===== src/rtl/calc_pkg.sv =====
`default_nettype none
// ============================================================================
//  Module   : calc_pkg
//  Purpose  : Shared definitions for the calc_alu block: the 6-bit op-code
//             type, the named op-code constants and the decoded control
//             bundle {zx,nx,zy,ny,f,no}.
//  Ports    : n/a (package)
//  Revision : 1.0 - initial release
// ============================================================================
package calc_pkg;

    localparam int OP_W = 6;

    typedef logic [OP_W-1:0] op_t;

    // Op-code bit order, MSB to LSB: zx, nx, zy, ny, f, no
    localparam op_t OP_ZERO  = 6'b101010;
    localparam op_t OP_ONE   = 6'b111111;
    localparam op_t OP_NEG1  = 6'b111010;
    localparam op_t OP_X     = 6'b001100;
    localparam op_t OP_Y     = 6'b110000;
    localparam op_t OP_NOTX  = 6'b001101;
    localparam op_t OP_NOTY  = 6'b110001;
    localparam op_t OP_NEGX  = 6'b001111;
    localparam op_t OP_NEGY  = 6'b110011;
    localparam op_t OP_XP1   = 6'b011111;
    localparam op_t OP_YP1   = 6'b110111;
    localparam op_t OP_XM1   = 6'b001110;
    localparam op_t OP_YM1   = 6'b110010;
    localparam op_t OP_XPY   = 6'b000010;
    localparam op_t OP_XMY   = 6'b010011;
    localparam op_t OP_YMX   = 6'b000111;
    localparam op_t OP_XANDY = 6'b000000;
    localparam op_t OP_XORY  = 6'b010101;

    // Decoded control bundle; field order matches the op-code bit order so
    // a plain cast performs the decode.
    typedef struct packed {
        logic zx;
        logic nx;
        logic zy;
        logic ny;
        logic f;
        logic no;
    } ctrl_t;

    function automatic ctrl_t decode_op(input op_t op);
        return ctrl_t'(op);
    endfunction

endpackage
`default_nettype wire


===== src/rtl/calc_alu_core.sv =====
`default_nettype none
// ============================================================================
//  Module   : calc_alu_core
//  Purpose  : Purely combinational ALU datapath. Pre-conditions each operand
//             (optional zero, then optional invert), combines them with an
//             add or a bitwise AND, then optionally inverts the result.
//  Ports    : x, y  [WIDTH]  operands
//             op    [6]      {zx,nx,zy,ny,f,no}
//             res   [WIDTH]  combinational result
//             ovf   [1]      signed overflow of the add (CALC_OVF_EN only)
//  Config   : CALC_OVF_EN - when defined, the ovf output and logic exist.
//  Revision : 1.0 - initial release
// ============================================================================
module calc_alu_core
    import calc_pkg::*;
#(
    parameter int WIDTH = 16
) (
    input  logic [WIDTH-1:0] x,
    input  logic [WIDTH-1:0] y,
    input  op_t              op,
    output logic [WIDTH-1:0] res
`ifdef CALC_OVF_EN
    ,
    output logic             ovf
`endif
);

    ctrl_t            ctrl;
    logic [WIDTH-1:0] xa;
    logic [WIDTH-1:0] xb;
    logic [WIDTH-1:0] ya;
    logic [WIDTH-1:0] yb;
    logic [WIDTH-1:0] r;

    assign ctrl = decode_op(op);

    always_comb begin
        // A select-driven mux, not a mask, so an unknown operand cannot leak
        // through when its zero control is set.
        xa = ctrl.zx ? '0 : x;
        xb = ctrl.nx ? ~xa : xa;
        ya = ctrl.zy ? '0 : y;
        yb = ctrl.ny ? ~ya : ya;
        // Carry-out of the add is intentionally dropped (modulo 2^WIDTH).
        r   = ctrl.f ? (xb + yb) : (xb & yb);
        res = ctrl.no ? ~r : r;
    end

`ifdef CALC_OVF_EN
    // Two's-complement overflow of the add: operands agree in sign but the
    // sum (before the final inversion) does not. Meaningless for AND.
    always_comb begin
        ovf = ctrl.f
            & (xb[WIDTH-1] == yb[WIDTH-1])
            & (r[WIDTH-1]  != xb[WIDTH-1]);
    end
`endif

endmodule
`default_nettype wire


===== src/rtl/calc_alu.sv =====
`default_nettype none
// ============================================================================
//  Module   : calc_alu
//  Purpose  : Registered ALU. Samples operands and a 6-bit control word when
//             in_valid is high and presents the result, zero and negative
//             flags one cycle later with out_valid. Accepts one operation per
//             cycle; there is no back-pressure.
//  Ports    : clk        rising-edge clock
//             rst_n      asynchronous active-low reset
//             in_valid   operands/control valid this cycle
//             x, y       [WIDTH] operands
//             zx,nx,zy,ny,f,no  control bits (op code, MSB first)
//             out        [WIDTH] registered result
//             zr         registered flag, out == 0
//             ng         registered flag, out[WIDTH-1]
//             out_valid  out/zr/ng hold a new result this cycle
//             ovf        registered signed overflow (CALC_OVF_EN only)
//  Config   : CALC_OVF_EN - when defined, the ovf port and logic exist.
//  Revision : 1.0 - initial release
// ============================================================================
module calc_alu
    import calc_pkg::*;
#(
    parameter int WIDTH = 16
) (
    input  logic             clk,
    input  logic             rst_n,
    input  logic             in_valid,
    input  logic [WIDTH-1:0] x,
    input  logic [WIDTH-1:0] y,
    input  logic             zx,
    input  logic             nx,
    input  logic             zy,
    input  logic             ny,
    input  logic             f,
    input  logic             no,
    output logic [WIDTH-1:0] out,
    output logic             zr,
    output logic             ng,
    output logic             out_valid
`ifdef CALC_OVF_EN
    ,
    output logic             ovf
`endif
);

    op_t              op;
    logic [WIDTH-1:0] res;

    assign op = {zx, nx, zy, ny, f, no};

`ifdef CALC_OVF_EN
    logic core_ovf;

    calc_alu_core #(
        .WIDTH (WIDTH)
    ) u_core (
        .x   (x),
        .y   (y),
        .op  (op),
        .res (res),
        .ovf (core_ovf)
    );
`else
    calc_alu_core #(
        .WIDTH (WIDTH)
    ) u_core (
        .x   (x),
        .y   (y),
        .op  (op),
        .res (res)
    );
`endif

    // Result and flags load only on accepted inputs and otherwise hold;
    // out_valid is a one-cycle echo of in_valid. Reset clears everything,
    // which also drops any operation sampled in the same cycle.
    always_ff @(posedge clk or negedge rst_n) begin
        if (!rst_n) begin
            out       <= '0;
            zr        <= 1'b1;
            ng        <= 1'b0;
            out_valid <= 1'b0;
        end else begin
            out_valid <= in_valid;
            if (in_valid) begin
                out <= res;
                zr  <= (res == '0);
                ng  <= res[WIDTH-1];
            end
        end
    end

`ifdef CALC_OVF_EN
    always_ff @(posedge clk or negedge rst_n) begin
        if (!rst_n) begin
            ovf <= 1'b0;
        end else if (in_valid) begin
            ovf <= core_ovf;
        end
    end
`endif

endmodule
`default_nettype wire


===== config.mk =====
export PLATFORM = sky130hd
export DESIGN_NAME = calc_alu
export DESIGN_NICKNAME = d
export VERILOG_FILES = /design/src/rtl/calc_pkg.sv /design/src/rtl/calc_alu_core.sv /design/src/rtl/calc_alu.sv
export SDC_FILE = /design/constraint.sdc
export NUM_CORES = 1
export LEC_CHECK = 0
export BUFFER_PORTS_ARGS = -buffer_cell sky130_fd_sc_hd__buf_2
export CAP_MARGIN = 20
export CORE_ASPECT_RATIO = 0.5
export CORE_MARGIN = 8
export CORE_UTILIZATION = 40
export DETAILED_ROUTE_END_ITERATION = 6
export PLACE_DENSITY = 0.74
export SLEW_MARGIN = 25
export SYNTH_ARGS = -nofsm -noshare
export SYNTH_HDL_FRONTEND = slang
export SYNTH_SLANG_ARGS = --single-unit
export TNS_END_PERCENT = 30

===== constraint.sdc =====
create_clock -name clk -period 2 [get_ports clk]
set_clock_uncertainty 0.1 [all_clocks]
set_input_delay 0.4 -clock clk [delete_from_list [all_inputs] [get_ports clk]]
set_output_delay 0.4 -clock clk [all_outputs]
set_load 0.1 [all_outputs]

==> flow_metrics.py, run 1 <==
metrics = {
    "grt": {
        "grt_start_max_net_pins": 21,
        "grt_pass1_vias": 2542,
        "grt_overflow": 0,
        "grt_pass1_wl_um": 11800,
        "grt_use_total_pct": 15.4,
        "antenna_found_initial": 0,
    },
    "critical_path": {
        "cpMaxStageDelayCell": "a2111o_1",
        "required_ns": 2.05,
        "cp_cell_sequence": "buf_8, nand2b_1, xnor2_1, ha_1, a21oi_1, o211ai_2, a2111o_1, nand4_1, mux2_4, a2111oi_4, mux2i_1, o41ai_2",
        "criticalPathCategory": "in -> reg",
        "crit_start": "zy",
        "startpoint_type": "input port",
        "cp.arrival_ns": 3.19,
        "rr_startpoint": "zr",
        "cp-end-kind": "flop",
        "max_stage_delay_ns": 0.42,
        "worst-path-max-fanout": 6,
    },
    "clocking": {
        "cts_tree": "done",
        "cts_max_path_buffers": 2,
        "numClockSinks": 18,
        "path_clk_slew_ns": 0.05,
        "clockRootBuffer": "clkbuf_16",
        "cts_made_buffers": 3,
        "h-tree-depth": 1,
        "insertion_delay_ns": 0.24,
    },
    "synthesis": {
        "ys.flop_type": "dfrtp_1",
        "synth-seq-cells": 18,
        "synth_edf_count": 0,
        "ys_warn_count": 0,
        "synth_nets": 328,
        "yosysTopAreaCell": "xnor2_1",
        "synth_area_sq_mm": 0.00247,
        "netlist_instances": 270,
        "synthArstFlopShare_pct": 100,
        "synth_area_per_cell_sq_um": 9.14,
        "synth_top_cell_area_share_pct": 18.8,
        "netlist-cell-type-count": 64,
        "synthTopCellsByArea": "xnor2_1, dfrtp_1, ha_1",
        "yosysSeqAreaShare_pct": 18.3,
    },
    "detailed_routing": {
        "wirelength_um": 7400,
        "viasPerCell": 5.04,
        "num_vias": 2436,
        "route.detailed.drc": 0,
        "dr.pass1.iters": 4,
        "ant_nets": 0,
        "drtIter0Drc": 117,
        "wl_per_cell_um": 15.3,
    },
    "timing": {
        "maxSlewHeadroom_pct": 66.7,
        "rsz0062_at_grt": "true",
        "hold_viol_final": 0,
        "worst_pin_slew_ns": 0.503,
        "setup_viol": 16,
        "period_share_pct": 157,
        "final_max_slew_viol_count": 0,
        "fin_crit_ns": 3.14,
        "timing.final.ws_setup_ns": -1.14,
        "fmax_ghz": 0.319,
    },
    "power_and_ir_drop": {
        "powerDensity_mw_per_mm2": 945,
        "total_power_w": 0.00364,
        "irDropWorstVdd_uv": 432,
        "leakage_nw": 1.79,
    },
    "placement": {
        "dp_hpwl_um": 5860,
        "dp_slack_ns": -1.48,
        "port_buffers": 59,
        "gp_congestion": 0.866,
    },
    "layout": {
        "nFillCells": 470,
        "num_antenna_cells": 0,
        "seq_area_sq_um": 452,
        "drive_gt1_share_pct": 54.4,
        "multi_input_area_sq_mm": 0.00215,
        "nNetsFinal": 465,
        "syn_to_final_growth_pct": 56.0,
        "utilization_pct": 64.1,
    },
    "run_status": {
        "status": "finished with violations",
        "violations": "setup timing",
    },
    "hold_path": {
        "worstHoldStart": "out[8]",
        "hold_class": "reg -> reg",
    },
    "floorplan": {
        "die_w_um": 127,
        "die_area_sq_mm": 0.00909,
        "die_height_um": 71.6,
        "core_area_sq_mm": 0.00601,
        "ios": 60,
        "num_rows": 20,
        "initial_core_util_pct": 41.1,
    },
    "flow_run": {
        "max-cap-violations": 0,
    },
}
-- layer usage --
layer  share of wire [%]  vias up  track usage (%)
met5                   0        -                0
met4                0.69        0             3.92
met3                 2.9        4             1.48
met2                  47       47             25.9
met1                  50     1152             20.7
li1                    -     1233                -
-- state kept, by name (all words and copies together) (netlist names) --
| register | flops |
|---|---|
| out | 16 |
| out_valid | 1 |
| zr | 1 |
-- cells in the final DEF, fill, tap and decap left out, drive strengths merged, types with 2 or more instances in the layout --
master,instances
buf,146
xnor2,53
nand2b,32
dfrtp,17
ha,16
mux2,16
a21oi,12
o21ai,11
inv,8
mux2i,8
nor2,7
a21o,6
nor3,5
nand2,5
a211oi,5
a31oi,5
nand3,4
clkbuf,4
or2b,3
and3,3
and4,3
a31o,2
or3,2
nor2b,2
nor4,2
o211ai,2
nor4b,2
-- per-stage QoR --
| stage | hold slack, ns | instances | TNS [ns] | area [sq um] |
|---|---|---|---|---|
| CTS | 0.405 | 481 | -10.85 | 3770 |
| floorplan | 0.00441 | 270 | -10.85 | 2630 |
| global placement | 0.240 | 470 | -15.60 | 3470 |
| finish | 0.398 | 483 | -11.34 | 3850 |
| detailed placement | 0.246 | 470 | -16.63 | 3470 |
| global route | 0.419 | 483 | -13.05 | 3850 |
-- cells by family (layout without fill, tap and decap cells) --
logic type	Yosys count	after routing	synth area share (%)
AND/OR/NAND/NOR	77	77	19.4
AO/OA/AOI/OAI	57	57	17.9
XOR/XNOR	54	54	19.2
multiplexers	24	24	10.7
buffers and inverters	23	159	5.63
flip-flops	18	18	18.3
adder cells (fa/ha/maj)	17	17	8.92
-- Yosys cell counts, types with 4 or more instances --
library cell,instances
xnor2_1,53
nand2b_1,32
dfrtp_1,17
ha_1,16
mux2_2,15
a21oi_1,12
o21ai_0,10
inv_1,8
mux2i_1,8
clkbuf_1,7
nor2_1,7
nand2_1,5
nor3_1,5
a21o_1,4
a31oi_1,4
nand3_1,4
-- critical path, delay by kind of cell --
family | cells | cell delay, ns
muxes | 2 | 0.48
buffers and inverters | 1 | 0.11
AOI/OAI and AO/OA | 5 | 1.38
and+or+nand+nor | 2 | 0.30
adders and majority gates | 1 | 0.31
xor gates and xnor gates | 1 | 0.21
-- area by class of cell --
cell class              instances  area share (%)
multi-input cells             229            55.8
repair buffers                147            26.9
clock buffers                   4            2.31
inverters                       8           0.780
well taps                      77            2.50
flip-flops and latches         18            11.7
-- what timing repair did --
action,4_1_cts,5_1_grt
setup endpoints to repair,16,16
resized for setup,30,15
cloned,0,0
pin swaps,16,12
setup buffers,6,2
hold buffers,1,0
hold endpoints to repair,17,0
-- path summary, 6_finish.rpt --
path,endpoint,slack [ns],cells past startpoint
worst max-delay path,zr,-1.14,12
worst min-delay path,out[8],0.40,1
worst max register to register,zr,0.94,2
worst min register to register,out[8],0.40,1
max in group asynchronous,zr,0.97,2
min in group asynchronous,out[15],0.51,2
-- where the power goes --
part / switching, W / internal (W) / leakage (nW) / total [W]
Sequential: 0.0000584 / 0.000475 / 0.209 / 0.000533
Combinational: 0.00167 / 0.00101 / 1.54 / 0.00268
Clock: 0.000124 / 0.000304 / 0.0442 / 0.000428
Total: 0.00185 / 0.00179 / 1.79 / 0.00364
No activity file was read; power rests on OpenSTA's default activity.
==> inputs of run 2 (changes only) <==
TNS_END_PERCENT = 1   (was 30)
==> run 2 against run 1 <==
Compared with the run above:
- the run still ends with setup timing left
- clock power barely moved
- maximum frequency fell by 2.9%
- flip-flop and latch count did not move
- count of clock-buffer cells in the layout did not move
- non-clock buffer count fell by 8
- sequential power barely moved
- utilization fell by 1.6 points
- first-iteration DRC count fell by 2.6%
- cell count fell by 1.7%
- critical path depth rose by 1
- register-to-register slack barely moved
- die area did not move
- largest cell class unchanged
==> flow_metrics.py, run 2 (synthesized netlist as in run 1, its figures left out) <==
metrics = {
    "power_and_ir_drop": {
        "clkPwrFrac_pct": 12.0,
        "leakage_nw": 1.72,
        "p_comb_share_pct": 73.3,
        "seq_power_share_pct": 14.8,
        "switching_share_pct": 51.2,
        "switchingPower_w": 0.00184,
        "p_int_w": 0.00175,
        "total_power_w": 0.00360,
        "powerDensity_mw_per_mm2": 958,
        "irDropWorstVdd_uv": 423,
    },
    "timing": {
        "period_share_pct": 161,
        "fmax_ghz": 0.310,
        "hold_viol_final": 0,
        "timing.final.ws_setup_ns": -1.23,
        "maxSlewHeadroom_pct": 66.5,
        "rsz0062_at_grt": "true",
        "worst_pin_slew_ns": 0.506,
        "setup_viol": 16,
        "final_max_slew_viol_count": 0,
        "fin_crit_ns": 3.23,
    },
    "grt": {
        "grt_pass1_wl_um": 11400,
        "grt_start_max_net_pins": 21,
        "grt_pass1_vias": 2419,
        "grt_overflow": 0,
        "grt_use_total_pct": 14.9,
        "antenna_found_initial": 0,
    },
    "layout": {
        "nFillCells": 492,
        "reg_top3": "out: 16 flops, out_valid: 1 flops, zr: 1 flops",
        "final_cell_mix": "buf_4, buf_2, xnor2_1",
        "final_common_cell": "buf_4",
        "multi_input_area_sq_mm": 0.00214,
        "regMostFlops": "out",
        "num_antenna_cells": 0,
        "drive_gt1_share_pct": 53.5,
        "largest_register_ffs": 16,
        "nNetsFinal": 457,
        "final_area_sq_mm": 0.00376,
        "seq_area_sq_um": 452,
        "syn_to_final_growth_pct": 52.2,
        "fin_cells": 475,
    },
    "clocking": {
        "path_clk_slew_ns": 0.05,
        "numClockSinks": 18,
        "insertion_delay_ns": 0.24,
        "cts_made_buffers": 3,
        "cts_tree": "done",
        "cts_max_path_buffers": 2,
        "clockRootBuffer": "clkbuf_16",
        "h-tree-depth": 1,
    },
    "floorplan": {
        "ios": 60,
        "initial_core_util_pct": 41.1,
        "die_height_um": 71.6,
        "num_rows": 20,
        "die_w_um": 127,
        "core_area_sq_mm": 0.00601,
        "die_area_sq_mm": 0.00909,
    },
    "placement": {
        "port_buffers": 59,
        "gp_congestion": 0.874,
        "dp_slack_ns": -1.48,
        "place_inst": 465,
        "dp_hpwl_um": 5880,
        "place_area_sq_mm": 0.00342,
    },
    "detailed_routing": {
        "num_vias": 2423,
        "ant_nets": 0,
        "route.detailed.drc": 0,
        "dr.pass1.iters": 4,
        "viasPerCell": 5.10,
        "wl_per_cell_um": 15.3,
        "wirelength_um": 7270,
        "drtIter0Drc": 114,
    },
    "critical_path": {
        "required_ns": 2.05,
        "cpMostUsedCell": "buf_6",
        "cp_cell_sequence": "buf_6, nand2b_4, xnor2_1, ha_2, buf_6, a211oi_4, o211ai_2, a2111o_1, nand4_1, mux2_4, a2111oi_4, mux2i_1, o41ai_2",
        "cp-end-kind": "flop",
        "max_stage_delay_ns": 0.45,
        "worst-path-max-fanout": 6,
        "cp.arrival_ns": 3.28,
        "cpMaxStageDelayCell": "a2111o_1",
        "startpoint_type": "input port",
        "criticalPathCategory": "in -> reg",
    },
    "flow_run": {
        "max-cap-violations": 0,
    },
    "run_status": {
        "status": "finished with violations",
        "violations": "setup timing",
    },
    "hold_path": {
        "hold_class": "reg -> reg",
    },
}
[run 2: cell types whose count changed in the layout (fill, tap and decap cells not counted), moves of 2 or more]
cell,previous run,this run
xnor2_2,7,5
mux2_2,11,13
o21ai_0,9,6
a21oi_2,4,8
ha_4,1,3
mux2_4,5,3
clkbuf_4,0,2
xnor2_1,44,46
buf_4,82,76
o21ai_1,1,4
buf_6,4,2
ha_1,14,12
a21oi_1,8,4
[run 2: final timing paths]
kind                            to  slack [ns]    from  cells after the start
max                             zr       -1.23      zy                     13
min                         out[8]        0.40  out[8]                      1
max reg2reg                     zr        0.93      zr                      2
min reg2reg                 out[8]        0.40  out[8]                      1
max in group asynchronous       zr        0.97   rst_n                      2
min in group asynchronous  out[15]        0.52   rst_n                      2
[run 2: through the flow]
step	setup TNS, ns	utilization [%]	hold slack [ns]
2_1_floorplan	-10.88	-	0.00441
3_3_place_gp	-15.63	57.0	0.241
3_5_place_dp	-16.60	57.0	0.245
4_1_cts	-11.71	59.7	0.405
5_1_grt	-12.71	62.5	0.422
6_report	-11.34	62.5	0.399
[run 2: cell type report]
cell class              instances  share of cell area (%)
repair buffers                139                    25.2
flip-flops and latches         18                    12.0
inverters                       8                   0.799
well taps                      77                    2.56
clock buffers                   4                    2.37
multi-input cells             229                    57.0
[run 2: critical path, delay by kind of cell]
family | cells | cell delay, ns
AO/OA/AOI/OAI | 5 | 1.52
multiplexers | 2 | 0.49
AND/OR/NAND/NOR | 2 | 0.29
buffers and inverters | 2 | 0.23
adder cells (fa/ha/maj) | 1 | 0.21
XOR/XNOR | 1 | 0.13
[run 2: power groups by stage]
stage / logic (W) / clock network (W) / registers, W
after floorplan: 0.000971 / 0 / 0.00134
after global placement: 0.00240 / 0 / 0.000537
after detailed placement: 0.00246 / 0 / 0.000538
after CTS: 0.00253 / 0.000439 / 0.000533
after global routing: 0.00277 / 0.000459 / 0.000547
final: 0.00264 / 0.000431 / 0.000531
[run 2: routing by layer]
layer / vias up / share of wire [%] / track usage [%]
met5: - / 0 / 0
met4: 0 / 1.6 / 3.40
met3: 14 / 5.3 / 2.29
met2: 73 / 45 / 24.6
met1: 1117 / 48 / 20.0
li1: 1219 / - / -
[run 2: timing repair]
action                                  4_1_cts  5_1_grt
setup buffers                                 2        3
hold buffers                                  1        0
endpoints found under the setup margin       16       16
hold endpoints to repair                     17        0
pin swaps                                     7       22
gates resized for setup                      12       31
cloned                                        0        0
